**src/rtl/uart_tx_buffer.sv**
```systemverilog
// Byte FIFO between CPU stores and a UART transmitter, drained by a start/busy handshake FSM.
// Define UART_TXBUF_DROP_COUNT_EN to add the saturating Drop_Count output.
module uart_tx_buffer #(
    parameter int DEPTH     = 16,
    parameter int AW        = 4,
    parameter int START_TMO = 64
) (
    input  logic        clock_50MHz,
    input  logic        Reset,
    input  logic        WriteEnable,
    input  logic [31:0] Data_In,
    input  logic        Tx_Busy,
    output logic        Tx_Start,
    output logic [7:0]  Tx_Data,
    output logic        Full,
    output logic        Empty,
    output logic [AW:0] Level,
    output logic        Overflow,
    output logic        Tmo_Flag
`ifdef UART_TXBUF_DROP_COUNT_EN
    ,
    output logic [15:0] Drop_Count
`endif
);

    localparam int PW = AW + 1;
    localparam int CW = $clog2(START_TMO + 1);

    typedef enum logic [1:0] {
        IDLE      = 2'd0,
        START     = 2'd1,
        WAIT_DONE = 2'd2
    } state_t;

    state_t        state_q, state_d;
    logic [7:0]    mem_q [DEPTH];
    logic [AW:0]   wptr_q, wptr_d;
    logic [AW:0]   rptr_q, rptr_d;
    logic [7:0]    tx_data_q, tx_data_d;
    logic          tx_start_q, tx_start_d;
    logic [CW-1:0] tmo_cnt_q, tmo_cnt_d;
    logic          ovf_q, ovf_d;
    logic          tmo_q, tmo_d;
    logic          push, pop, drop;
    logic          unused_data;

    assign unused_data = ^Data_In[31:8];

    // Extra wrap bit distinguishes full from empty when the index bits match.
    assign Full  = (wptr_q[AW] != rptr_q[AW]) && (wptr_q[AW-1:0] == rptr_q[AW-1:0]);
    assign Empty = (wptr_q == rptr_q);
    assign Level = wptr_q - rptr_q;

    assign push = WriteEnable && !Full && !Reset;
    assign drop = WriteEnable &&  Full && !Reset;

    assign wptr_d = push ? wptr_q + PW'(1) : wptr_q;
    assign rptr_d = pop  ? rptr_q + PW'(1) : rptr_q;
    assign ovf_d  = ovf_q | drop;

    always_comb begin
        state_d   = state_q;
        tx_data_d = tx_data_q;
        tmo_cnt_d = tmo_cnt_q;
        tmo_d     = tmo_q;
        pop       = 1'b0;
        unique case (state_q)
            IDLE: begin
                if (!Empty && !Tx_Busy) begin
                    pop       = 1'b1;
                    tx_data_d = mem_q[rptr_q[AW-1:0]];
                    tmo_cnt_d = '0;
                    state_d   = START;
                end
            end
            START: begin
                // The byte is already popped; a timeout abandons it rather than retrying.
                if (Tx_Busy) begin
                    state_d = WAIT_DONE;
                end else if (tmo_cnt_q == CW'(START_TMO - 1)) begin
                    state_d = IDLE;
                    tmo_d   = 1'b1;
                end else begin
                    tmo_cnt_d = tmo_cnt_q + CW'(1);
                end
            end
            WAIT_DONE: begin
                if (!Tx_Busy) state_d = IDLE;
            end
            default: state_d = IDLE;
        endcase
        tx_start_d = (state_d == START);
    end

    always_ff @(posedge clock_50MHz) begin
        if (push) mem_q[wptr_q[AW-1:0]] <= Data_In[7:0];
    end

    always_ff @(posedge clock_50MHz) begin
        if (Reset) begin
            state_q    <= IDLE;
            wptr_q     <= '0;
            rptr_q     <= '0;
            tx_data_q  <= 8'h00;
            tx_start_q <= 1'b0;
            tmo_cnt_q  <= '0;
            ovf_q      <= 1'b0;
            tmo_q      <= 1'b0;
        end else begin
            state_q    <= state_d;
            wptr_q     <= wptr_d;
            rptr_q     <= rptr_d;
            tx_data_q  <= tx_data_d;
            tx_start_q <= tx_start_d;
            tmo_cnt_q  <= tmo_cnt_d;
            ovf_q      <= ovf_d;
            tmo_q      <= tmo_d;
        end
    end

    assign Tx_Start = tx_start_q;
    assign Tx_Data  = tx_data_q;
    assign Overflow = ovf_q;
    assign Tmo_Flag = tmo_q;

`ifdef UART_TXBUF_DROP_COUNT_EN
    logic [15:0] drop_cnt_q, drop_cnt_d;

    assign drop_cnt_d = (drop && (drop_cnt_q != 16'hFFFF)) ? drop_cnt_q + 16'd1 : drop_cnt_q;

    always_ff @(posedge clock_50MHz) begin
        if (Reset) drop_cnt_q <= 16'h0000;
        else       drop_cnt_q <= drop_cnt_d;
    end

    assign Drop_Count = drop_cnt_q;
`endif

endmodule
```
**config.mk**
```make
export PLATFORM = sky130hd
export DESIGN_NAME = uart_tx_buffer
export DESIGN_NICKNAME = d
export VERILOG_FILES = /design/src/rtl/uart_tx_buffer.sv
export SDC_FILE = /design/constraint.sdc
export NUM_CORES = 1
export LEC_CHECK = 0
export ABC_AREA = 1
export BUFFER_PORTS_ARGS = -buffer_cell sky130_fd_sc_hd__buf_2
export CAP_MARGIN = 20
export CORE_MARGIN = 2
export CORE_UTILIZATION = 55
export DETAILED_ROUTE_END_ITERATION = 8
export PLACE_DENSITY = 0.7
export SLEW_MARGIN = 40
export SYNTH_ARGS = -nofsm -noshare
export SYNTH_HDL_FRONTEND = slang
export SYNTH_SLANG_ARGS = --single-unit
```
**constraint.sdc**
```tcl
create_clock -name clock_50MHz -period 2.9 [get_ports clock_50MHz]
set_input_delay 0.58 -clock clock_50MHz [delete_from_list [all_inputs] [get_ports clock_50MHz]]
set_output_delay 0.58 -clock clock_50MHz [all_outputs]
set_load 0.005 [all_outputs]
```
After elaboration in Yosys (flattened, before gate mapping)
Memory sizes are Yosys's and may differ from the RTL's. A register that Yosys moved wholly into a read port is not among the register bits. Cells that the tools add are included.

Bitwise logic cells: 2. Reductions and logical operators: 15. Add/sub/neg operators: 4. Mux-type cells: 13. Equality and inequality tests: 10.

Operators with widths (count): 2-to-1 mux 7 bit (3); case mux 7 bit (2 select lines) (1); adder 5 x 1 -> 5 bit (second input constant) (2); 2-to-1 mux 2 bit (4); adder 7 x 1 -> 7 bit (second input constant) (1); == test 7 x 6 -> 1 bit (second input constant) (1); logical AND 1 bit (6); != test 2 bit (second input constant) (3); case mux 2 bit (3 select lines) (1); == test 5 bit (1); subtractor 5 bit (1); == test 2 x 1 -> 1 bit (second input constant) (2); == test 4 bit (1); logical NOT 1 bit (4); 2-to-1 mux 1 bit (4); AND reduction 4 bit (1); AND reduction 3 bit (1); == test 2 bit (second input constant) (1); logical NOT 2 bit (1); AND reduction 2 bit (1); nonzero test 2 bit (1); != test 1 bit (1); NOT 1 bit (1); OR 1 bit (1).

Logic and storage cells: 52. Memories: 1. Register bits after elaboration: 22. Bits in writable memories: 128. Input bits: 36. Output and inout bits: 18.

Memory list: mem_q (words 16, bits a word 8, read ports 1, clocked after Yosys merged registers in 1, write ports 1, line 36) `logic [7:0] mem_q [DEPTH];`.

Depth between registers and ports, before layout
Depth after elaboration: 7. Gate-level depth with buffers: 13. Mapped depth without buffers: 10.

Worst setup path before layout
OpenSTA, ideal clock, no wires.

Path type: register to register. From: register rptr_q[2]. To: memory mem_q[0][0] (enable). Clock period less this slack: 2448 ps. Library setup time: 370 ps. Required time: 2530 ps. Stages on the path, launching flop included: 12. Data arrival time: 2078 ps. Path buffers: 2. Path slack: 452 ps. Cell sequence: dfxtp_1 > buf_2 > buf_2 > inv_1 > ha_1 > nand2_2 > nor2_4 > nand3_1 > nand3_1 > inv_1 > nand2_1 > nor2_1.

Cells in the longest elaborated chain, start to end: 7.

RTL lines: start, declared (line 38) `logic [AW:0] rptr_q, rptr_d;`; start signal, assigned (line 112) `rptr_q <= rptr_d;`; == test 4 bit (line 50) `assign Full = (wptr_q[AW] != rptr_q[AW]) && (wptr_q[AW-1:0] == rptr_q[AW-1:0]);`; logical AND 1 bit (line 50); logical NOT 1 bit (line 54) `assign push = WriteEnable && !Full && !Reset;`; logical AND 1 bit (2 in a row) (line 54); 2-to-1 mux 1 bit (line 96) `if (push) mem_q[wptr_q[AW-1:0]] <= Data_In[7:0];`; 2-to-1 mux 1 bit (not written as such) (line 96); end, declared (line 36).

No other way between the ends.

Worst setup path in the final report
From: register wptr_q[0]. To: output port Level[4].

Cells in the longest elaborated chain, start to end: 1.

RTL lines: start, declared (line 37) `logic [AW:0] wptr_q, wptr_d;`; start signal, assigned (line 111) `wptr_q <= wptr_d;`; subtractor 5 bit (line 52) `assign Level = wptr_q - rptr_q;`; end, declared (line 17) `output logic [AW:0] Level,`.

No other way between the ends.

==> results.txt <==
Outcome: completed
Hold Path Class: input pin to register
Grt total ovfl: 0
Most frequent cell after synthesis: nand2_1
Reg-to-reg endpoint: mem_q[12][7]
Routability-driven placement congestion ratio: 0.845
CP endpoint: Level[4]
Flops & latches, synth: 158
Final setup vio count: 0
Final HPWL DP: 10.0 mm
Initial antenna violation count: 1
Buf/Inv on CP: 2
Die height: 118 um
Vias in the first global route: 5088
Num ports: 54
Gates resized, CTS repair: 0
Starting density of the core: 0.563
Clk sink count: 158
CTS Buffer Depth: 2
Top cells by count, synth: 197 x nand2_1, 128 x edfxtp_1, 117 x inv_1
Mapped Cells: 743
Number of max-cap violations: 0
CTS root buffer: clkbuf_16
Min cycle time layout: 2.72 ns
Largest net degree at the start of global routing: 51
Total GRT Usage: 0.249
Final hold vios: 0
P&R area growth vs syn: 14.6%
Sw Pwr: 1.59 mW
Post-synth EDFFs: 128
Arr. time, crit path: 2.14 ns
Mapped Area: 7100 um2
Post-CTS Setup Inserts: 0
Pwr/cell area: 729 nW/um2
Yosys warns: 0
Final Worst Setup Slack: 0.184 ns
FF-to-FF Start: wptr_q[3]
Total CTS buffers: 17
Dpl ws: 0.476 ns
Setup TNS: 0 ns
CP startpoint: wptr_q[0]
FFs w/ async S/R, synth: 0
Critical-path cell list: inv_1 > ha_1 > fa_1 > o21ai_0 > xor2_1 > buf_2
Multi-input logic area: 2020 um2
CP startpoint kind: register
Critical Path Slowest Stage Cell: fa_1
Vias per cell: 5.23
Worst path top cell family by delay: adder cells
Post-Syn Nets: 790
Main synth FF type: edfxtp_1
Fraction of layout cells with a size suffix above 1: 0.125
Number of buffers added on ports: 29
Max Clk Rate: 0.368 GHz
Global-route wire length before repair: 26.0 mm
Skew final: 0.00999 ns
Cell Rows: 41
Post-route clock period utilization: 0.936
Clock transition at path regs: 0.07 ns
Reg2Reg Setup Slack: 0.46 ns
Worst R2R Path Depth: 9
Kind of critical path: register to output pin
Drt initial violations: 403
Slew Viols, Final: 0
Critical path data required time: 2.32 ns
CTS tree: yes
Worst-skew pair later-pin latency: 0.43 ns
H-tree level count: 4
Relative slew slack: 0.647
Vias: 5079
Stages on the worst setup path: 6
Fin nets: 833
Worst slew pin tran: 0.530 ns
Post-route cell area: 8140 um2
Post-route ant nets: 0
Syn_area_per_cell: 9.56 um2
Unique masters post-synth: 35
Clock power frac: 0.415
Core Area: 12600 um2
Unrepaired setup endpoints after global routing: no
Sw frac: 0.268
Hold buffers post-CTS: 0
Layout fillers: 1008
WL/cell: 16.6 um
Reg power frac: 0.429
First-pass DRT Iterations: 4
Sequential area share after synthesis: 0.626
DIE AREA: 13800 um2
Cell taking the most area after synthesis: edfxtp_1
Synth top area cells: edfxtp_1 54%, nand2_1 10%, dfxtp_1 8.5%
Leakage power: 3.53 nW
Worst Setup End Kind: output pin
Pint: 4.34 mW
Register area: 4450 um2
Antenna cells: 0
Peak supply drop: 0.000860 V
Die width: 118 um
DRC: 0
Gate power share: 0.156
Share of the synthesized area in the top cell type: 0.541
Crit Path Max Fanout: 5
Max incr delay on CP: 0.40 ns
Routed wire length: 16.1 mm
Post-placement cell area: 7480 um2
-- metrics by stage --
stage	hold slack, ns	total power [mW]	utilization	cells
6_report	0.438	5.94	0.645	971
5_1_grt	0.441	6.19	0.645	971
4_1_cts	0.434	5.96	0.645	971
3_5_place_dp	0.447	3.51	0.593	939
3_3_place_gp	0.431	3.49	0.593	939
2_1_floorplan	0.422	3.24	-	743
-- layout make-up --
type / count / area share
Sequential cell: 158 / 0.546
Clock inverter: 15 / 0.0286
Timing Repair Buffer: 53 / 0.0415
Inverter: 121 / 0.0567
Multi-Input combinational cell: 435 / 0.249
Clock buffer: 17 / 0.0523
Tap cell: 172 / 0.0264
-- worst min-delay path, delay by kind of cell --
family                 cells  cell delay (ns)
buffers and inverters      1             0.13
AND/OR/NAND/NOR            1             0.07
AO/OA/AOI/OAI              1             0.04
-- state kept, by name, summed over array words and instances, names as in the netlist --
name	cells
Tx_Data	8
rptr_q	5
mem_q	128
Tmo_Flag	1
Tx_Start	1
Overflow	1
tmo_cnt_q	7
state_q	2
wptr_q	5
-- worst min-delay path by stage --
stage	endpoint	slack [ns]	from	cells past startpoint
after detailed placement	tmo_cnt_q[6]	0.45	tmo_cnt_q[6]	2
after global routing	state_q[1]	0.44	Tx_Busy	3
after CTS	Overflow	0.43	WriteEnable	3
after global placement	tmo_cnt_q[6]	0.43	tmo_cnt_q[6]	2
after floorplan	tmo_cnt_q[6]	0.42	tmo_cnt_q[6]	2
final	state_q[1]	0.44	Tx_Busy	3
-- routing by layer --
| layer | vias up | share of wire | track usage |
|---|---|---|---|
| li1 | 2481 | - | - |
| met5 | - | 0.00074 | 0 |
| met1 | 2443 | 0.42 | 0.311 |
| met2 | 120 | 0.51 | 0.418 |
| met4 | 2 | 0.022 | 0.102 |
| met3 | 33 | 0.049 | 0.0581 |
-- cells in the final DEF (no fill, tap or decap), drive strengths merged --
| master | count |
|---|---|
| buf | 53 |
| or2 | 1 |
| o21ai | 20 |
| bufinv | 5 |
| fa | 1 |
| nand2 | 202 |
| clkinv | 3 |
| o31ai | 1 |
| clkinvlp | 4 |
| nand3 | 100 |
| xnor2 | 1 |
| nor2 | 72 |
| xor2 | 6 |
| a211oi | 2 |
| a31oi | 1 |
| dfxtp | 30 |
| a21oi | 14 |
| inv | 124 |
| nor3b | 2 |
| ha | 10 |
| clkbuf | 17 |
| nor3 | 1 |
| and3 | 1 |
| edfxtp | 128 |
-- cells by family after synthesis --
family	count (synthesis)	share of synthesized area
and+or+nand+nor	379	0.227
DFF	158	0.626
buffers and inverters	150	0.0896
AOI/OAI and AO/OA	38	0.0291
adders and majority gates	11	0.0204
xor gates and xnor gates	7	0.00863
-- power by group through the flow --
stage | clock network (mW) | registers (mW) | logic, mW
after CTS | 2.49 | 2.55 | 0.929
final | 2.46 | 2.55 | 0.925
after global placement | 0 | 2.59 | 0.893
after floorplan | 0 | 2.59 | 0.651
after detailed placement | 0 | 2.59 | 0.913
after global routing | 2.60 | 2.55 | 1.03
No activity file was read; power rests on OpenSTA's default activity.
